--- config.mk ---
export PLATFORM = sky130hd
export DESIGN_NAME = ahblite_slave_mux_flat
export DESIGN_NICKNAME = d
export VERILOG_FILES = /design/src/rtl/ahblite_slave_mux_if.sv /design/src/rtl/ahblite_slave_mux.sv /design/src/flat_wrapper.sv
export SDC_FILE = /design/constraint.sdc
export NUM_CORES = 1
export LEC_CHECK = 0
export ABC_AREA = 0
export CAP_MARGIN = 20
export CORE_ASPECT_RATIO = 0.8
export CORE_MARGIN = 4
export CORE_UTILIZATION = 32
export CTS_CLUSTER_DIAMETER = 200
export CTS_CLUSTER_SIZE = 24
export DETAILED_ROUTE_END_ITERATION = 8
export PLACE_DENSITY = 0.93
export SYNTH_ARGS = -nofsm -noshare
export SYNTH_HDL_FRONTEND = slang
export SYNTH_SLANG_ARGS = --single-unit
--- constraint.sdc ---
create_clock -name HCLK -period 2.79 [get_ports HCLK]
set_input_delay 0.279 -clock HCLK [delete_from_list [all_inputs] [get_ports HCLK]]
set_output_delay 0.279 -clock HCLK [all_outputs]
set_load 0.1 [all_outputs]
--- src/rtl/ahblite_slave_mux_if.sv ---
// Bus bundle between the address decoder / slaves and the AHB-Lite
// data-phase return mux. The mux sits on the "slave" side of this
// bundle; whatever drives the decoder selects and slave responses uses
// the "master" view.
interface ahblite_slave_mux_if;
  logic [1:0]  HTRANS;
  logic        P0_HSEL, P1_HSEL, P2_HSEL, P3_HSEL, P4_HSEL, P5_HSEL, P6_HSEL;
  logic        P0_HREADYOUT, P1_HREADYOUT, P2_HREADYOUT, P3_HREADYOUT;
  logic        P4_HREADYOUT, P5_HREADYOUT, P6_HREADYOUT;
  logic        P0_HRESP, P1_HRESP, P2_HRESP, P3_HRESP, P4_HRESP, P5_HRESP, P6_HRESP;
  logic [31:0] P0_HRDATA, P1_HRDATA, P2_HRDATA, P3_HRDATA;
  logic [31:0] P4_HRDATA, P5_HRDATA, P6_HRDATA;
  logic        HREADY;
  logic        HRESP;
  logic [31:0] HRDATA;
  logic        TIMEOUT_CLR;
  logic        TIMEOUT;
  logic [7:0]  ERR_CNT;

  modport slave (
    input  HTRANS,
    input  P0_HSEL, P1_HSEL, P2_HSEL, P3_HSEL, P4_HSEL, P5_HSEL, P6_HSEL,
    input  P0_HREADYOUT, P1_HREADYOUT, P2_HREADYOUT, P3_HREADYOUT,
    input  P4_HREADYOUT, P5_HREADYOUT, P6_HREADYOUT,
    input  P0_HRESP, P1_HRESP, P2_HRESP, P3_HRESP, P4_HRESP, P5_HRESP, P6_HRESP,
    input  P0_HRDATA, P1_HRDATA, P2_HRDATA, P3_HRDATA,
    input  P4_HRDATA, P5_HRDATA, P6_HRDATA,
    input  TIMEOUT_CLR,
    output HREADY, HRESP, HRDATA, TIMEOUT, ERR_CNT
  );

  modport master (
    output HTRANS,
    output P0_HSEL, P1_HSEL, P2_HSEL, P3_HSEL, P4_HSEL, P5_HSEL, P6_HSEL,
    output P0_HREADYOUT, P1_HREADYOUT, P2_HREADYOUT, P3_HREADYOUT,
    output P4_HREADYOUT, P5_HREADYOUT, P6_HREADYOUT,
    output P0_HRESP, P1_HRESP, P2_HRESP, P3_HRESP, P4_HRESP, P5_HRESP, P6_HRESP,
    output P0_HRDATA, P1_HRDATA, P2_HRDATA, P3_HRDATA,
    output P4_HRDATA, P5_HRDATA, P6_HRDATA,
    output TIMEOUT_CLR,
    input  HREADY, HRESP, HRDATA, TIMEOUT, ERR_CNT
  );
endinterface

--- src/rtl/ahblite_slave_mux.sv ---
// AHB-Lite data-phase return mux. Registers the decoder's port select on
// each accepted address phase, routes the selected slave's response back
// to the master, implements the default (ERROR) slave for unmapped
// transfers, and watches for long stalls and counts default-slave errors.
module ahblite_slave_mux #(
  parameter bit Port0_en       = 1'b1,
  parameter bit Port1_en       = 1'b1,
  parameter bit Port2_en       = 1'b1,
  parameter bit Port3_en       = 1'b1,
  parameter bit Port4_en       = 1'b1,
  parameter bit Port5_en       = 1'b1,
  parameter bit Port6_en       = 1'b1,
  parameter int TIMEOUT_CYCLES = 256
) (
  input logic               HCLK,
  input logic               HRESET,
  ahblite_slave_mux_if.slave bus
);

  localparam int          NPORT   = 7;
  localparam logic [6:0]  PORT_EN = {Port6_en, Port5_en, Port4_en, Port3_en,
                                     Port2_en, Port1_en, Port0_en};
  localparam logic [15:0] TO_LIM  = 16'(TIMEOUT_CYCLES);

  typedef enum logic [1:0] {
    ST_IDLE = 2'd0,
    ST_ERR1 = 2'd1,
    ST_ERR2 = 2'd2
  } def_state_t;

  // Port-indexed views of the individually named bus signals.
  logic [6:0]  hsel_v;
  logic [6:0]  hrdy_v;
  logic [6:0]  hresp_v;
  logic [31:0] hrdata_a [NPORT];

  assign hsel_v  = {bus.P6_HSEL, bus.P5_HSEL, bus.P4_HSEL, bus.P3_HSEL,
                    bus.P2_HSEL, bus.P1_HSEL, bus.P0_HSEL};
  assign hrdy_v  = {bus.P6_HREADYOUT, bus.P5_HREADYOUT, bus.P4_HREADYOUT,
                    bus.P3_HREADYOUT, bus.P2_HREADYOUT, bus.P1_HREADYOUT,
                    bus.P0_HREADYOUT};
  assign hresp_v = {bus.P6_HRESP, bus.P5_HRESP, bus.P4_HRESP, bus.P3_HRESP,
                    bus.P2_HRESP, bus.P1_HRESP, bus.P0_HRESP};
  assign hrdata_a[0] = bus.P0_HRDATA;
  assign hrdata_a[1] = bus.P1_HRDATA;
  assign hrdata_a[2] = bus.P2_HRDATA;
  assign hrdata_a[3] = bus.P3_HRDATA;
  assign hrdata_a[4] = bus.P4_HRDATA;
  assign hrdata_a[5] = bus.P5_HRDATA;
  assign hrdata_a[6] = bus.P6_HRDATA;

  // Only HTRANS[1] distinguishes an active transfer from IDLE/BUSY here.
  logic unused_htrans0;
  assign unused_htrans0 = bus.HTRANS[0];

  // State
  logic [7:0]  dsel_q, dsel_d;     // one-hot: [6:0] ports, [7] default slave
  logic [15:0] stall_q, stall_d;
  logic        timeout_q, timeout_d;
  def_state_t  fsm_q;
  logic        def_hready_q;
  logic        def_hresp_q;
  logic [7:0]  err_cnt_q;

  // Combinational bus outputs
  logic        hready_o;
  logic        hresp_o;
  logic [31:0] hrdata_o;

  // Disabled ports are masked out so their HSEL can never win.
  logic [6:0] req;
  genvar gi;
  generate
    for (gi = 0; gi < NPORT; gi++) begin : g_req
      assign req[gi] = hsel_v[gi] & PORT_EN[gi];
    end
  endgenerate

  // Next select: lowest-index enabled request, else default slave for an
  // active transfer, else idle (all zero).
  logic [7:0] next_sel;
  always_comb begin
    next_sel = 8'd0;
    if (req != 7'd0) begin
      next_sel[6:0] = req & (~req + 7'd1);
    end else if (bus.HTRANS[1]) begin
      next_sel[7] = 1'b1;
    end
  end

  // Return-path mux driven purely by the registered data-phase select.
  always_comb begin
    hready_o = 1'b1;
    hresp_o  = 1'b0;
    hrdata_o = 32'd0;
    if (dsel_q[7]) begin
      hready_o = def_hready_q;
      hresp_o  = def_hresp_q;
    end else begin
      for (int k = 0; k < NPORT; k++) begin
        if (dsel_q[k]) begin
          hready_o = hrdy_v[k];
          hresp_o  = hresp_v[k];
          hrdata_o = hrdata_a[k];
        end
      end
    end
  end

  // Next-state for the select register and the stall/timeout monitor.
  always_comb begin
    dsel_d = hready_o ? next_sel : dsel_q;

    stall_d = stall_q;
    if (hready_o) begin
      stall_d = 16'd0;
    end else if ((dsel_q[6:0] != 7'd0) && (stall_q != TO_LIM)) begin
      stall_d = stall_q + 16'd1;
    end

    // A set on this edge wins over a simultaneous clear request.
    timeout_d = timeout_q;
    if (stall_q == TO_LIM) begin
      timeout_d = 1'b1;
    end else if (bus.TIMEOUT_CLR) begin
      timeout_d = 1'b0;
    end
  end

  // Select register and monitor flops.
  always_ff @(posedge HCLK) begin
    if (HRESET) begin
      dsel_q    <= 8'd0;
      stall_q   <= 16'd0;
      timeout_q <= 1'b0;
    end else begin
      dsel_q    <= dsel_d;
      stall_q   <= stall_d;
      timeout_q <= timeout_d;
    end
  end

  // Default-slave FSM: two-cycle ERROR response with registered outputs,
  // chaining straight into another ERROR when the next transfer is also
  // unmapped; every ERR1 entry bumps the saturating error counter.
  always_ff @(posedge HCLK) begin
    if (HRESET) begin
      fsm_q        <= ST_IDLE;
      def_hready_q <= 1'b1;
      def_hresp_q  <= 1'b0;
      err_cnt_q    <= 8'd0;
    end else begin
      case (fsm_q)
        ST_ERR1: begin
          fsm_q        <= ST_ERR2;
          def_hready_q <= 1'b1;
          def_hresp_q  <= 1'b1;
        end
        default: begin
          if (hready_o && next_sel[7]) begin
            fsm_q        <= ST_ERR1;
            def_hready_q <= 1'b0;
            def_hresp_q  <= 1'b1;
            if (err_cnt_q != 8'hFF) begin
              err_cnt_q <= err_cnt_q + 8'd1;
            end
          end else begin
            fsm_q        <= ST_IDLE;
            def_hready_q <= 1'b1;
            def_hresp_q  <= 1'b0;
          end
        end
      endcase
    end
  end

  assign bus.HREADY  = hready_o;
  assign bus.HRESP   = hresp_o;
  assign bus.HRDATA  = hrdata_o;
  assign bus.TIMEOUT = timeout_q;
  assign bus.ERR_CNT = err_cnt_q;

endmodule
--- src/flat_wrapper.sv ---
// flat-port wrapper written by rule: the top's interface ports become plain ports
module ahblite_slave_mux_flat 
#(
  parameter bit Port0_en       = 1'b1,
  parameter bit Port1_en       = 1'b1,
  parameter bit Port2_en       = 1'b1,
  parameter bit Port3_en       = 1'b1,
  parameter bit Port4_en       = 1'b1,
  parameter bit Port5_en       = 1'b1,
  parameter bit Port6_en       = 1'b1,
  parameter int TIMEOUT_CYCLES = 256
)
  (HCLK, HRESET, bus_HTRANS, bus_P0_HSEL, bus_P1_HSEL, bus_P2_HSEL, bus_P3_HSEL, bus_P4_HSEL, bus_P5_HSEL, bus_P6_HSEL, bus_P0_HREADYOUT, bus_P1_HREADYOUT, bus_P2_HREADYOUT, bus_P3_HREADYOUT, bus_P4_HREADYOUT, bus_P5_HREADYOUT, bus_P6_HREADYOUT, bus_P0_HRESP, bus_P1_HRESP, bus_P2_HRESP, bus_P3_HRESP, bus_P4_HRESP, bus_P5_HRESP, bus_P6_HRESP, bus_P0_HRDATA, bus_P1_HRDATA, bus_P2_HRDATA, bus_P3_HRDATA, bus_P4_HRDATA, bus_P5_HRDATA, bus_P6_HRDATA, bus_TIMEOUT_CLR, bus_HREADY, bus_HRESP, bus_HRDATA, bus_TIMEOUT, bus_ERR_CNT);
  ahblite_slave_mux_if bus_i ();
  input logic HCLK;
  input logic HRESET;
  input wire logic [$bits(bus_i.HTRANS)-1:0] bus_HTRANS;
  input wire logic [$bits(bus_i.P0_HSEL)-1:0] bus_P0_HSEL;
  input wire logic [$bits(bus_i.P1_HSEL)-1:0] bus_P1_HSEL;
  input wire logic [$bits(bus_i.P2_HSEL)-1:0] bus_P2_HSEL;
  input wire logic [$bits(bus_i.P3_HSEL)-1:0] bus_P3_HSEL;
  input wire logic [$bits(bus_i.P4_HSEL)-1:0] bus_P4_HSEL;
  input wire logic [$bits(bus_i.P5_HSEL)-1:0] bus_P5_HSEL;
  input wire logic [$bits(bus_i.P6_HSEL)-1:0] bus_P6_HSEL;
  input wire logic [$bits(bus_i.P0_HREADYOUT)-1:0] bus_P0_HREADYOUT;
  input wire logic [$bits(bus_i.P1_HREADYOUT)-1:0] bus_P1_HREADYOUT;
  input wire logic [$bits(bus_i.P2_HREADYOUT)-1:0] bus_P2_HREADYOUT;
  input wire logic [$bits(bus_i.P3_HREADYOUT)-1:0] bus_P3_HREADYOUT;
  input wire logic [$bits(bus_i.P4_HREADYOUT)-1:0] bus_P4_HREADYOUT;
  input wire logic [$bits(bus_i.P5_HREADYOUT)-1:0] bus_P5_HREADYOUT;
  input wire logic [$bits(bus_i.P6_HREADYOUT)-1:0] bus_P6_HREADYOUT;
  input wire logic [$bits(bus_i.P0_HRESP)-1:0] bus_P0_HRESP;
  input wire logic [$bits(bus_i.P1_HRESP)-1:0] bus_P1_HRESP;
  input wire logic [$bits(bus_i.P2_HRESP)-1:0] bus_P2_HRESP;
  input wire logic [$bits(bus_i.P3_HRESP)-1:0] bus_P3_HRESP;
  input wire logic [$bits(bus_i.P4_HRESP)-1:0] bus_P4_HRESP;
  input wire logic [$bits(bus_i.P5_HRESP)-1:0] bus_P5_HRESP;
  input wire logic [$bits(bus_i.P6_HRESP)-1:0] bus_P6_HRESP;
  input wire logic [$bits(bus_i.P0_HRDATA)-1:0] bus_P0_HRDATA;
  input wire logic [$bits(bus_i.P1_HRDATA)-1:0] bus_P1_HRDATA;
  input wire logic [$bits(bus_i.P2_HRDATA)-1:0] bus_P2_HRDATA;
  input wire logic [$bits(bus_i.P3_HRDATA)-1:0] bus_P3_HRDATA;
  input wire logic [$bits(bus_i.P4_HRDATA)-1:0] bus_P4_HRDATA;
  input wire logic [$bits(bus_i.P5_HRDATA)-1:0] bus_P5_HRDATA;
  input wire logic [$bits(bus_i.P6_HRDATA)-1:0] bus_P6_HRDATA;
  input wire logic [$bits(bus_i.TIMEOUT_CLR)-1:0] bus_TIMEOUT_CLR;
  output wire logic [$bits(bus_i.HREADY)-1:0] bus_HREADY;
  output wire logic [$bits(bus_i.HRESP)-1:0] bus_HRESP;
  output wire logic [$bits(bus_i.HRDATA)-1:0] bus_HRDATA;
  output wire logic [$bits(bus_i.TIMEOUT)-1:0] bus_TIMEOUT;
  output wire logic [$bits(bus_i.ERR_CNT)-1:0] bus_ERR_CNT;
  assign bus_i.HTRANS = bus_HTRANS;
  assign bus_i.P0_HSEL = bus_P0_HSEL;
  assign bus_i.P1_HSEL = bus_P1_HSEL;
  assign bus_i.P2_HSEL = bus_P2_HSEL;
  assign bus_i.P3_HSEL = bus_P3_HSEL;
  assign bus_i.P4_HSEL = bus_P4_HSEL;
  assign bus_i.P5_HSEL = bus_P5_HSEL;
  assign bus_i.P6_HSEL = bus_P6_HSEL;
  assign bus_i.P0_HREADYOUT = bus_P0_HREADYOUT;
  assign bus_i.P1_HREADYOUT = bus_P1_HREADYOUT;
  assign bus_i.P2_HREADYOUT = bus_P2_HREADYOUT;
  assign bus_i.P3_HREADYOUT = bus_P3_HREADYOUT;
  assign bus_i.P4_HREADYOUT = bus_P4_HREADYOUT;
  assign bus_i.P5_HREADYOUT = bus_P5_HREADYOUT;
  assign bus_i.P6_HREADYOUT = bus_P6_HREADYOUT;
  assign bus_i.P0_HRESP = bus_P0_HRESP;
  assign bus_i.P1_HRESP = bus_P1_HRESP;
  assign bus_i.P2_HRESP = bus_P2_HRESP;
  assign bus_i.P3_HRESP = bus_P3_HRESP;
  assign bus_i.P4_HRESP = bus_P4_HRESP;
  assign bus_i.P5_HRESP = bus_P5_HRESP;
  assign bus_i.P6_HRESP = bus_P6_HRESP;
  assign bus_i.P0_HRDATA = bus_P0_HRDATA;
  assign bus_i.P1_HRDATA = bus_P1_HRDATA;
  assign bus_i.P2_HRDATA = bus_P2_HRDATA;
  assign bus_i.P3_HRDATA = bus_P3_HRDATA;
  assign bus_i.P4_HRDATA = bus_P4_HRDATA;
  assign bus_i.P5_HRDATA = bus_P5_HRDATA;
  assign bus_i.P6_HRDATA = bus_P6_HRDATA;
  assign bus_i.TIMEOUT_CLR = bus_TIMEOUT_CLR;
  assign bus_HREADY = bus_i.HREADY;
  assign bus_HRESP = bus_i.HRESP;
  assign bus_HRDATA = bus_i.HRDATA;
  assign bus_TIMEOUT = bus_i.TIMEOUT;
  assign bus_ERR_CNT = bus_i.ERR_CNT;
  ahblite_slave_mux #(.Port0_en(Port0_en), .Port1_en(Port1_en), .Port2_en(Port2_en), .Port3_en(Port3_en), .Port4_en(Port4_en), .Port5_en(Port5_en), .Port6_en(Port6_en), .TIMEOUT_CYCLES(TIMEOUT_CYCLES)) u_core (.HCLK(HCLK), .HRESET(HRESET), .bus(bus_i));
endmodule
# Yosys cells after proc, flatten, opt, wreduce, memory -nomap -nowiden
# Cells that the tools add are included.
[totals]
ff_bits = 37
elab_cells = 60
inputBits = 250
output_inout_bits = 43
[classes]
add_sub_neg = 3
n_eq_ne = 4
mux = 34
bitwise = 3
reduce_logical = 8
[ops]
columns = ["cell", "count"]
rows = [
  ["two-way mux 32 bit", 8],
  ["two-way mux 1 bit", 24],
  ["adder 16 x 1 -> 16 bit (second input constant)", 1],
  ["equality test 16 x 9 -> 1 bit (second input constant)", 1],
  ["!= test 16 x 9 -> 1 bit (second input constant)", 1],
  ["nonzero test 7 bit", 2],
  ["adder 8 x 1 -> 8 bit (second input constant)", 1],
  ["!= test 8 bit (second input constant)", 1],
  ["adder 7 x 1 -> 7 bit (second input constant)", 1],
  ["AND 7 bit", 1],
  ["two-way mux 7 bit", 1],
  ["inverter 7 bit", 1],
  ["OR reduction 2 bit", 2],
  ["AND reduction 3 bit", 1],
  ["equality test 2 x 1 -> 1 bit (second input constant)", 1],
  ["logical AND 1 bit", 2],
  ["two-way mux 2 bit", 1],
  ["nonzero test 2 bit", 1],
  ["inverter 1 bit", 1],
]

# Longest topological paths before layout
# Gate-level depths: netlist (run 1).
[depth]
depth_word = 11
mapped_depth = 10
depth_no_buf = 8

# Least setup slack after synthesis (run 1)
# OpenSTA, ideal clock, no wires.
[synth_path]
path_kind = "flip-flop to output port"
from = "reg u_core.dsel_q[5]"
to = "out bus_HRESP"
setup_slack_ns = -0.738
arrival_time_ns = 3.249
n_path_buf = 2
path_stages_with_launch = 8
required_time_ns = 2.511
cell_sequence = "dfxtp_1 > buf_2 > or2_1 > clkbuf_1 > nor3_1 > a221o_1 > mux2i_1 > o21ai_0"
[synth_via]
elab_chain_cells = 3
[synth_lines]
columns = ["item", "line_no", "rtl"]
rows = [
  ["start, declared", "ahblite_slave_mux.sv:57", "logic [7:0] dsel_q, dsel_d;"],
  ["start signal, assigned", "ahblite_slave_mux.sv:137", "dsel_q <= dsel_d;"],
  ["two-way mux 1 bit (2 in series)", "ahblite_slave_mux.sv:101", "if (dsel_q[k]) begin"],
  ["two-way mux 1 bit", "ahblite_slave_mux.sv:96", "if (dsel_q[7]) begin"],
  ["end, declared", "flat_wrapper.sv:48", "output wire logic [$bits(bus_i.HRESP)-1:0] bus_HRESP;"],
]
# Every way passes these cells.

# Final worst setup path (run 1)
[layout_path]
from = "reg u_core.dsel_q[4]"
to = "out bus_HRDATA[14]"
[layout_via]
elab_chain_cells = 4
[layout_lines]
columns = ["item", "line_no", "rtl"]
rows = [
  ["two-way mux 32 bit (3 in series)", "ahblite_slave_mux.sv:101", ""],
  ["two-way mux 32 bit", "ahblite_slave_mux.sv:96", ""],
  ["end, declared", "flat_wrapper.sv:49", "output wire logic [$bits(bus_i.HRDATA)-1:0] bus_HRDATA;"],
]
# Every way passes these cells.

==> results of run 1 <==
-- layer usage --
metal	wire length, um	vias to the layer above	GRT usage (%)
met1	6407	2388	30.44
met5	0	-	0
li1	-	2369	-
met4	906	0	12.39
met3	1999	62	8.186
met2	8963	327	48.61
-- flip-flops by register name, indices dropped and copies added, names as in the netlist --
| signal | flops |
|---|---|
| u_core.bus.ERR_CNT | 8 |
| u_core.bus.TIMEOUT | 1 |
| u_core.def_hready_q | 1 |
| u_core.def_hresp_q | 1 |
| u_core.dsel_q | 8 |
| u_core.fsm_q | 2 |
| u_core.stall_q | 16 |
-- final cells by class --
type | count | area [um^2]
clock buffers | 7 | 152.6
clock inverters | 1 | 5.005
fillers | 759 | 3328
inverters | 11 | 41.29
multi-input cells | 387 | 2444
flip-flops and latches | 37 | 743.2
well taps | 140 | 175.2
repair buffers | 307 | 3351
-- Yosys cell counts (all sizes together) (2+ instances only) --
| cell | n |
|---|---|
| a221oi | 34 |
| xor2 | 8 |
| nor2b | 8 |
| ha | 3 |
| nor4b | 3 |
| inv | 11 |
| nand3 | 14 |
| or2 | 2 |
| nor3 | 8 |
| o21ai | 3 |
| mux2i | 2 |
| o31ai | 2 |
| dfxtp | 37 |
| nand2 | 14 |
| nand2b | 7 |
| and2 | 2 |
| o22ai | 33 |
| or3 | 36 |
| nor4 | 4 |
| xnor2 | 7 |
| nor2 | 61 |
| a21oi | 79 |
| mux2 | 3 |
| buf | 9 |
| or4 | 2 |
| nand4 | 7 |
| clkbuf | 40 |
| a22oi | 32 |
| and3 | 3 |
-- where the power goes --
| part | switching (mW) | internal [mW] |
|---|---|---|
| Sequential | 0.00453 | 0.533 |
| Combinational | 0.848 | 0.702 |
| Clock | 0.215 | 0.378 |
| Total | 1.07 | 1.61 |
-- final timing paths --
| path | endpoint | slack [ns] | cells past startpoint |
|---|---|---|---|
| max | bus_HRDATA[14] | 0.18 | 7 |
| min | u_core.dsel_q[4]$_SDFFE_PP0P_ | 0.47 | 2 |
| max reg2reg | u_core.stall_q[4]$_SDFFE_PP0P_ | 0.43 | 5 |
| min reg2reg | u_core.dsel_q[4]$_SDFFE_PP0P_ | 0.47 | 2 |
-- worst max-delay path, stage by stage, from the launching register on --
cell and delay (ns):
dfxtp_1 0.31, or2_1 0.40, buf_4 0.29, or3_1 0.44
a21oi_1 0.16, a21oi_1 0.08, nor2_2 0.17, buf_12 0.19
-- layout by cell type, fill, tap and decap left out, types with 3 or more instances in the layout --
cell and count:
mux2_1 3, dfxtp_1 35, nor4_1 4, xor2_1 8, clkbuf_16 5, buf_4 25
buf_12 34, nor2_2 32, nand2b_1 7, o21ai_1 3, a221oi_1 33, nand4_1 7
a22oi_1 32, nor3_1 8, ha_1 3, clkdlybuf4s50_1 248, nand3_1 14, nor2b_1 6
xnor2_1 7, or3_1 36, nor2_1 29, and3_1 3, o22ai_1 33, a21oi_1 79
inv_1 10, nand2_1 14
-- cells by family after synthesis --
kind of cell / synth area share [%]
flip-flops: 22.11
buffers and inverters: 7.505
AND/OR/NAND/NOR: 27.00
AO/OA/AOI/OAI: 36.74
multiplexers: 1.606
XOR/XNOR: 3.921
adder cells (fa/ha/maj): 1.120
==> impl_metrics.toml, run 1 <==
[floorplanning]
dieHeight_um = 99.53
core_um2 = 10240
num_rows = 33
die-area_um2 = 12180
start_util_pct = 32.72
ios = 293
die_x_um = 122.4

[clock_network]
numCtsBuffers = 5
clock_latency_ns = 0.28
clkTransAtPathRegs_ns = 0.05
cts_sinks = 37
clockBufferDepth = 2
cts_setup_buffers = 0
cts_tree = "done"
cts-root-buf = "clkbuf_16"
ctsResizeCount = 0
htree_levels = 2
cts_hold_buf = 0

[worst_setup_path]
cp.required_ns = 2.51
critPathMaxFanout = 23
cp.arrival_ns = 2.33
crit_type = "reg2out"
cp-start-kind = "flop"
crit_path_start = "u_core.dsel_q[4]$_SDFFE_PP0P_"
r2r-start = "u_core.dsel_q[4]$_SDFFE_PP0P_"
cp-end-kind = "output port"

[logic_synthesis]
ys_seq_area_share_pct = 22.11
synth_top_flop_cell = "dfxtp_1"
synth_warnings = 0
ys_types = 46
yosys.area.top_type = "dfxtp_1"
syn_nets = 737
syn-instance-count = 484
synth-async-reset-ratio_pct = 0
syn_avg_cell_area_um2 = 6.923
synth_seq_cells = 37
ys_top_cells_by_area = "dfxtp_1 22%, a21oi_1 12%, a221oi_1 8.6%"
yosysTopAreaCellShare_pct = 22.11
synth_area_um2 = 3351
synth_edf_count = 0

[power_and_ir_drop]
p_per_area_nw_per_um2 = 387.7
leakage_nw = 2.430
max-vdd-ir-drop_mv = 0.2257
power_mw = 2.680

[worst_hold_path]
min_from = "u_core.dsel_q[4]$_SDFFE_PP0P_"
hold_class = "reg2reg"

[detailed_routing]
vias_per_cell = 5.782
postRouteAntennaNets = 0
drt_wl_total_mm = 18.28
firstDrtPassIters = 7
drc_errors = 0
drt_iter0_drc = 387
vias = 5146
wl_per_cell_um = 20.54

[global_route]
grt_pass1_vias = 5105
grt_pass1_wl_mm = 26.59
grt_overflow = 0
antenna_found_initial = 0
grt_max_degree = 40
grt_usage_pct = 27.55

[timing]
tightest_slew_ns = 0.6071
slew_viol_final = 0
tns_ns = 0
fin_worst_skew_ns = 0.002514
max_freq_mhz = 383.4
setup_viol = 0
hold_violations = 0
rsz0062_at_grt = "no"
whs_ns = 0.4684
maxSlewHeadroom_pct = 59.53
setup_ws_ns = 0.1821
fin_crit_sh_pct = 93.47
period_needed_ns = 2.608

[layout]
synthToLayoutAreaGrowth_pct = 106.3
fin_nets = 1002
antenna_cells = 0
fin_util_pct = 67.50
drive_above_1_share_pct = 14.27
fin_cells = 890
final_area_um2 = 6912

[placed_design]
post-place-ws_ns = 0.2940
portBuffers = 291
placed_area_um2 = 6754
dpl.cell_count = 882
routabilityCongestion = 0.9741
dp.final_hpwl_mm = 14.63

[status]
outcome = "completed"

[flow_run]
drv_cap = 0
Note: power is estimated with default switching activity, not from simulation.
==> run 2: changes to the inputs <==
==> constraint.sdc (replaced) <==
create_clock -name HCLK -period 2.7 [get_ports HCLK]
set_input_delay 0.27 -clock HCLK [delete_from_list [all_inputs] [get_ports HCLK]]
set_output_delay 0.27 -clock HCLK [all_outputs]
set_load 0.1 [all_outputs]
==> run 2 against run 1 <==
  * Clock skew up 0.0024 ns
  * Critical path depth is the same
  * Flip-flop and latch count is the same
  * Clock power down 4.0%
  * Sequential share of layout area stayed put
  * Largest power group unchanged
==> impl_metrics.toml, run 2 (synthesized netlist as in run 1, its figures left out) <==
[layout]
most-common-layout-cells = "248 x clkdlybuf4s50_1, 79 x a21oi_1, 36 x or3_1"
final_common_cell = "clkdlybuf4s50_1"
antenna_cells = 0
fillers = 819
multiInputGateArea_um2 = 2451
final_area_um2 = 6912
largest_register = "u_core.stall_q"
fin_nets = 1003
register_area_um2 = 743.2
drive_above_1_share_pct = 14.27
largest_reg_flops = 16
synthToLayoutAreaGrowth_pct = 106.3

[flow_run]
drv_cap = 0

[worst_hold_path]
hold_class = "reg2reg"
min_from = "u_core.bus.TIMEOUT$_SDFFE_PP0P_"

[detailed_routing]
wl_per_cell_um = 20.72
drc_errors = 0
drt_iter0_drc = 337
postRouteAntennaNets = 0
vias = 5099
drt_wl_total_mm = 18.44
vias_per_cell = 5.729
firstDrtPassIters = 5

[timing]
tns_ns = 0
whs_ns = 0.4830
setup_viol = 0
period_needed_ns = 2.586
max_freq_mhz = 386.7
fin_crit_sh_pct = 95.78
slew_viol_final = 0
hold_violations = 0
rsz0062_at_grt = "no"
setup_ws_ns = 0.1140
fin_worst_skew_ns = 0.004904
tightest_slew_ns = 0.5994
maxSlewHeadroom_pct = 60.04

[clock_network]
numCtsBuffers = 5
htree_levels = 2
clkTransAtPathRegs_ns = 0.05
clock_latency_ns = 0.28
clockBufferDepth = 2
cts_setup_buffers = 0
ctsResizeCount = 0
cts-root-buf = "clkbuf_16"
cts_tree = "done"
cts_hold_buf = 0
cts_sinks = 37

[worst_setup_path]
crit_path_start = "u_core.dsel_q[4]$_SDFFE_PP0P_"
cp-start-kind = "flop"
r2r-start = "u_core.dsel_q[4]$_SDFFE_PP0P_"
cp.arrival_ns = 2.32
ff2ff_setup_slack_ns = 0.46
cp.required_ns = 2.43
cp-end-kind = "output port"
crit_type = "reg2out"
critPathMaxFanout = 23

[floorplanning]
die-area_um2 = 12180
core_um2 = 10240
ios = 293
start_util_pct = 32.72
dieHeight_um = 99.53
num_rows = 33
die_x_um = 122.4

[placed_design]
portBuffers = 291
routabilityCongestion = 0.9865
placed_area_um2 = 6761
post-place-ws_ns = 0.2246
dp.final_hpwl_mm = 14.76

[global_route]
antenna_found_initial = 0
grt_max_degree = 40
grt_pass1_vias = 5118
grt_usage_pct = 27.86
grt_pass1_wl_mm = 26.67
grt_overflow = 0

[status]
outcome = "completed"

[power_and_ir_drop]
p_per_area_nw_per_um2 = 395.2
leakage_nw = 2.427
max-vdd-ir-drop_mv = 0.2398
==> run 2: cell count changes in the layout (fill, tap and decap cells not counted) <==
cell      before  now
buf_4         25   26
clkbuf_1       0    1
clkbuf_8       2    1
clkinv_2       1    0
o22a_2         1    0
o22a_4         0    1
or2_1          2    1
or2_2          0    1
==> run 2: metal layers <==
metal	track usage, %	up-vias	wire length [um]	share of wire (%)
met4	13.25	0	869	4.7
met1	29.40	2348	6401	35
met2	50.51	305	9213	50
li1	-	2379	-	-
met3	8.300	67	1958	11
met5	0	-	0	0
==> run 2: power by group <==
group	internal [mW]	switching [mW]
logic	0.728	0.879
registers	0.551	0.00480
clock network	0.362	0.207
==> run 2: final cells by class <==
type                       count  area share [%]
timing repair buffer         308           48.59
sequential                    37           10.75
tap                          140           2.534
clock buffer                   7           2.064
inverter                      11          0.5974
multi-input combinational    387           35.46
==> run 2: stage by stage <==
stage / util, % / cells / total power, mW
global placement: 66.03 / 883 / 2.146
CTS: 67.42 / 890 / 2.734
global route: 67.50 / 890 / 2.825
finish: 67.50 / 890 / 2.731
detailed placement: 66.03 / 883 / 2.166
floorplan: - / 484 / 1.387
==> run 2: worst paths after layout <==
path                                                         to  cells past startpoint
worst max-delay path                             bus_HRDATA[13]                      7
worst min-delay path            u_core.bus.TIMEOUT$_SDFFE_PP0P_                      2
worst max register to register  u_core.stall_q[14]$_SDFFE_PP0P_                      5
worst min register to register  u_core.bus.TIMEOUT$_SDFFE_PP0P_                      2
==> run 2: worst max-delay path, cell delays in order, from the launching register on <==
cell,delay (ns)
dfxtp_1,0.32
or2_2,0.42
buf_4,0.26
or3_1,0.38
a21oi_1,0.17
a21oi_1,0.10
nor2_2,0.19
buf_12,0.19
==> run 3: changes to the inputs <==
--- a/config.mk
+++ b/config.mk
@@ -9,11 +9,11 @@
 export CAP_MARGIN = 20
 export CORE_ASPECT_RATIO = 0.8
 export CORE_MARGIN = 4
-export CORE_UTILIZATION = 32
+export CORE_UTILIZATION = 29
 export CTS_CLUSTER_DIAMETER = 200
 export CTS_CLUSTER_SIZE = 24
 export DETAILED_ROUTE_END_ITERATION = 8
-export PLACE_DENSITY = 0.93
+export PLACE_DENSITY = 0.89
 export SYNTH_ARGS = -nofsm -noshare
 export SYNTH_HDL_FRONTEND = slang
 export SYNTH_SLANG_ARGS = --single-unit
==> constraint.sdc (replaced) <==
create_clock -name HCLK -period 2.3 [get_ports HCLK]
set_input_delay 0.23 -clock HCLK [delete_from_list [all_inputs] [get_ports HCLK]]
set_output_delay 0.23 -clock HCLK [all_outputs]
set_load 0.1 [all_outputs]
==> run 3 against run 2 <==
  * The run now ends with setup timing left
  * Final cell count rose by 3.0%
  * Worst hold slack improved by 0.0026 ns
  * Critical path depth rose by 1
  * Wire length rose by 9.1%
  * Clock power rose by 34%
  * Register-to-register slack got worse by 0.42 ns
  * Non-clock buffer count rose by 22
  * Combinational power rose by 32%
  * Utilization rose by 2.3 points
  * Critical path type unchanged
  * Largest cell class unchanged
==> impl_metrics.toml, run 3 (synthesized netlist as in run 1, its figures left out) <==
[layout]
register_area_um2 = 753.2
most-common-layout-cells = "248 x clkdlybuf4s50_1, 51 x a21oi_1, 41 x buf_12"
largest_reg_flops = 16
final_area_um2 = 7724
fillers = 780
fin_util_pct = 69.83
final_common_cell = "clkdlybuf4s50_1"
synthToLayoutAreaGrowth_pct = 130.5
largest_register = "u_core.stall_q"
drive_above_1_share_pct = 24.06
multiInputGateArea_um2 = 2863
fin_nets = 1025
antenna_cells = 0

[detailed_routing]
met2_length_mm = 10.28
wl_met3_mm = 1.966
wl_per_cell_um = 21.93
vias = 5276
postRouteAntennaNets = 0
drc_errors = 0
drt_iter0_drc = 297
top_layer_used = "met4"
vias_per_cell = 5.754
drt_wl_total_mm = 20.11
wl_met1_mm = 7.082
firstDrtPassIters = 5

[worst_setup_path]
cp.arrival_ns = 2.13
path_cells = "or2_4 -> buf_8 -> a221oi_1 -> or3_1 -> a21oi_2 -> a21oi_2 -> nor2_4 -> buf_12"
critPathMaxFanout = 22
cp_top_family = "compound AO/OA/AOI/OAI gates"
cpMostUsedCell = "a21oi_2"
ff2ff_setup_slack_ns = 0.04
cp-end-kind = "output port"
crit_type = "reg2out"
cpPeakStageDelay_ns = 0.34
cp.required_ns = 2.07
r2r-start = "u_core.dsel_q[0]$_SDFFE_PP0P_"
r2r_end = "u_core.bus.ERR_CNT[7]$_SDFFE_PP0P_"
r2r_cells = 9
cp_slowest_cell = "dfxtp_2"
cp-start-kind = "flop"
critPathBufInv = 2

[power_and_ir_drop]
max-vdd-ir-drop_mv = 0.2831
p_per_area_nw_per_um2 = 456.7
leakage_nw = 2.681
power_mw = 3.527

[worst_hold_path]
hold_class = "reg2reg"
whs_endpoint = "u_core.bus.ERR_CNT[6]$_SDFFE_PP0P_"
min_from = "u_core.bus.ERR_CNT[6]$_SDFFE_PP0P_"
whs_path_depth = 1

[floorplanning]
die-area_um2 = 13350
dieHeight_um = 104.1
num_rows = 34
start_util_pct = 30.29
ios = 293
die_x_um = 128.2
core_um2 = 11060

[clock_network]
clock_latency_ns = 0.28
numCtsBuffers = 5
htree_levels = 2
cts_sinks = 37
cts-root-buf = "clkbuf_16"
cts_hold_buf = 0
cts_tree = "done"
clockBufferDepth = 2
clkTransAtPathRegs_ns = 0.06

[status]
violations = "setup timing"
outcome = "finished, violations left"

[timing]
slew_viol_final = 0
setup_viol = 11
whs_ns = 0.4855
tightest_slew_ns = 0.9626
hold_violations = 0
fin_worst_skew_ns = 0.007134
max_freq_mhz = 423.7
maxSlewHeadroom_pct = 35.83
setup_ws_ns = -0.06008
rsz0062_at_grt = "yes"
fin_crit_sh_pct = 102.6
period_needed_ns = 2.360

[global_route]
grt_usage_pct = 26.75
antenna_found_initial = 0
grt_pass1_wl_mm = 28.31
grt_overflow = 0
grt_pass1_vias = 5280
grt_max_degree = 66

[placed_design]
routabilityCongestion = 0.9442
placed_area_um2 = 7036
portBuffers = 291
dp.final_hpwl_mm = 15.20

[flow_run]
drv_cap = 0
## run 3: per-stage QoR
step                TNS [ns]  instances  worst slack (ns)
finish               -0.1515        917          -0.06008
global placement           0        894            0.1268
detailed placement         0        894          0.008698
floorplan                  0        484           0.02017
global route          -2.458        917           -0.1332
CTS                        0        907          0.002321
## run 3: cell type report
type | instances | share of cell area [%]
multi-input combinational | 387 | 37.06
timing repair buffer | 330 | 48.05
clock buffer | 7 | 2.122
clock inverter | 1 | 0.09720
sequential | 37 | 9.752
tap | 144 | 2.333
inverter | 11 | 0.5832
## run 3: what timing repair did
item / in CTS / in global routing
gates resized for setup: 29 / 53
endpoints found under the setup margin: 33 / 34
setup buffers: 2 / 9
pin swaps: 1 / 20
cloned: 3 / 2
## run 3: worst max-delay path by stage
stage,slack [ns],end,start,cells past startpoint
CTS,0.002,bus_HRDATA[24],u_core.dsel_q[2]$_SDFFE_PP0P_,8
floorplan,0.02,bus_HRDATA[2],u_core.dsel_q[1]$_SDFFE_PP0P_,9
global route,-0.13,bus_HRDATA[29],u_core.dsel_q[2]$_SDFFE_PP0P_,8
detailed placement,0.009,u_core.bus.ERR_CNT[4]$_SDFFE_PP0P_,bus_P1_HSEL,7
finish,-0.06,bus_HRDATA[29],u_core.dsel_q[2]$_SDFFE_PP0P_,8
global placement,0.13,bus_HRDATA[3],u_core.dsel_q[0]$_SDFFE_PP0P_,8
## run 3: where the power goes
| group | internal, mW | leakage, nW | switching [mW] | total (mW) |
|---|---|---|---|---|
| Clock | 0.497 | 0.0813 | 0.263 | 0.760 |
| Combinational | 0.989 | 2.30 | 1.13 | 2.12 |
| Sequential | 0.645 | 0.302 | 0.00671 | 0.652 |
## run 3: routing by layer
metal / vias to the layer above / track usage (%)
met5: - / 0
met4: 0 / 10.00
met3: 53 / 6.571
met2: 326 / 48.84
met1: 2471 / 29.57
li1: 2426 / -
## run 3: worst register-to-register path, delay by kind of cell, from the launching register on
kind / cells / cell delay [ns]
multiplexers: 1 / 0.35
flip-flops: 1 / 0.33
AND/OR/NAND/NOR: 2 / 0.43
buffers and inverters: 3 / 0.44
AO/OA/AOI/OAI: 3 / 0.60
==> RTL change, RTL diff (config.mk and constraints of run 3) <==
The 3 states of `def_state_t` get a one-hot encoding in 3 bits.
--- a/src/rtl/ahblite_slave_mux.sv
+++ b/src/rtl/ahblite_slave_mux.sv
@@ -24,6 +24,6 @@
 
-  typedef enum logic [1:0] {
-    ST_IDLE = 2'd0,
-    ST_ERR1 = 2'd1,
-    ST_ERR2 = 2'd2
+  typedef enum logic [2:0] {
+    ST_IDLE = 3'b001,
+    ST_ERR1 = 3'b010,
+    ST_ERR2 = 3'b100
   } def_state_t;
Check against the original RTL: same outputs for any inputs over 10 cycles, from zero or initial values and one cycle with HRESET high; not proved beyond that.
==> RTL change against run 3 <==
Worst setup slack got worse by 0.026 ns; total power about the same; hold slack got worse by 0.012 ns; the run still ends with setup timing left; sequential share of layout area increased by 0.091 points; synthesized area decreased by 1.4%; largest cell class unchanged; sequential power increased by 2%; largest power group unchanged; die area decreased by 1.3%; sequential cell count increased by 1; clock power decreased by 7.6%; design area increased by 2.0%; critical path depth unchanged; wire length increased by 6.0%; utilization increased by 1.7 points; combinational power increased by 2%.
==> RTL change: results (changes against run 3) <==
.. list-table::
   :header-rows: 1

   * - Metric
     - Value
   * - Outcome
     - finished, violations left (unchanged)
   * - Violated checks
     - setup timing (unchanged)
   * - Cell variety after synth
     - 42 (was 46)
   * - WHS Path Cells
     - 2 (was 1)
   * - Warning count from the yosys run
     - 0 (unchanged)
   * - Worst Hold Slack
     - 0.473 ns (was 0.486 ns)
   * - Reg2Reg Launch Point
     - u_core.dsel_q[2] (was u_core.dsel_q[0])
   * - Arithmetic-cell share of the synthesized area counting full adders, half adders and majority gates
     - 0.0114 (was 0.0112)
   * - Leading cell types by count after synthesis
     - a21oi_1, nor2_1, clkbuf_1 (unchanged)
   * - Share of cell area taken by muxes after synthesis
     - 0.00606 (was 0.0161)
   * - Number of vias in the routed layout
     - 5336 (was 5276)
   * - Xor-xnor portion of the synthesized cell area
     - 0.0424 (was 0.0392)
   * - Global Route Usage Sum
     - 0.262 (was 0.267)
   * - Setup violation total in the final timing report
     - 20 (was 11)
   * - Critical register-to-register path endpoint
     - u_core.bus.ERR_CNT[5] (was u_core.bus.ERR_CNT[7])
   * - Wire length of the first global-routing pass
     - 27300 um (was 28300 um)
   * - Worst-case clock skew
     - 0.0118 ns (was 0.00713 ns)
   * - Fin worst setup slack
     - -0.0859 ns (was -0.0601 ns)
   * - Highest ir drop seen on vdd
     - 0.323 mV (was 0.283 mV)
   * - Proportion of layout cells with a drive suffix above 1
     - 0.298 (was 0.241)
   * - Pin slew with the least headroom to its limit
     - 0.948 ns (was 0.963 ns)
   * - CTS-repair resized insts
     - 46 (was 29)
   * - Static leakage power
     - 2.72 nW (was 2.68 nW)
   * - Root Buffer Master
     - clkbuf_16 (unchanged)
   * - Critical-path maximum fanout
     - 23 (was 22)
   * - CP delay by family, top
     - compound AO/OA/AOI/OAI gates (unchanged)
   * - R2R cell count
     - 6 (was 9)
   * - Total cell area at the placement stage
     - 7000 um^2 (was 7040 um^2)
   * - Leading post-synthesis cells by cell area
     - dfxtp_1, a21oi_1, a221oi_1, or3_1, a22oi_1 (was dfxtp_1, a21oi_1, a221oi_1, a22oi_1, nor2_1)
   * - Initial detailed-routing violation count
     - 396 (was 297)
   * - Dpl hpwl
     - 14900 um (was 15200 um)
   * - Number of global-route vias before repair
     - 5196 (was 5280)
   * - Hold-critical path endpoint
     - u_core.dsel_q[0] (was u_core.bus.ERR_CNT[6])
   * - Share of the yosys chip area belonging to registers
     - 0.230 (was 0.221)
   * - Final routed wirelength across all metal layers
     - 21300 um (was 20100 um)
   * - Flop-to-flop setup slack
     - 0.11 ns (was 0.04 ns)
   * - Share of the synthesized area in compound gates (AO/OA/AOI/OAI)
     - 0.382 (was 0.367)
   * - Number of nets in the final layout
     - 1017 (was 1025)
   * - Worst-Skew Late Latency
     - 0.29 ns
[RTL change: cell types whose count changed after synthesis, moves of 4 or more]
cell	change
nand2_1	+10
nand2b_1	-6
nor2b_1	-4
o21ai_0	+6
xnor2_1	-4
xor2_1	+5
[RTL change: area by class of cell]
type                       instances  area, um^2
clock inverter                     2        11.3
sequential                        38         776
inverter                          11        55.1
fill                             772        3140
clock buffer                       6         139
tap                              144         180
timing repair buffer             322        3640
multi-input combinational        386        3080
[RTL change: power breakdown]
group,switching (mW),internal [mW]
clock network,0.272,0.430
logic,1.16,1.00
registers,0.00695,0.661
total,1.44,2.09
[RTL change: through the flow]
stage	setup slack [ns]	instances	total power [mW]	TNS (ns)
after floorplan	-0.114	484	1.68	-0.715
final	-0.0859	909	3.53	-0.544
after detailed placement	-0.0695	893	2.63	-0.139
after global routing	-0.164	909	3.63	-2.20
after global placement	0.00985	893	2.60	0
after CTS	-0.0952	901	3.37	-0.156
[RTL change: layer usage]
metal | wire length [um] | part of all wire | global-route usage
met1 | 7800 | 0.37 | 0.308
met2 | 10800 | 0.51 | 0.473
met3 | 2120 | 0.099 | 0.0642
met4 | 574 | 0.027 | 0.0882
met5 | 0 | 0 | 0
[RTL change: worst max-delay path by stage]
stage | from | to | slack, ns | cells past startpoint
finish | u_core.dsel_q[2] | bus_HRESP | -0.09 | 8
global placement | bus_P1_HREADYOUT | u_core.bus.ERR_CNT[7] | 0.01 | 7
global route | u_core.dsel_q[2] | bus_HRESP | -0.16 | 8
detailed placement | bus_P1_HREADYOUT | u_core.bus.ERR_CNT[7] | -0.07 | 7
CTS | u_core.dsel_q[2] | bus_HRESP | -0.1 | 8
floorplan | u_core.dsel_q[5] | bus_HRDATA[0] | -0.11 | 7
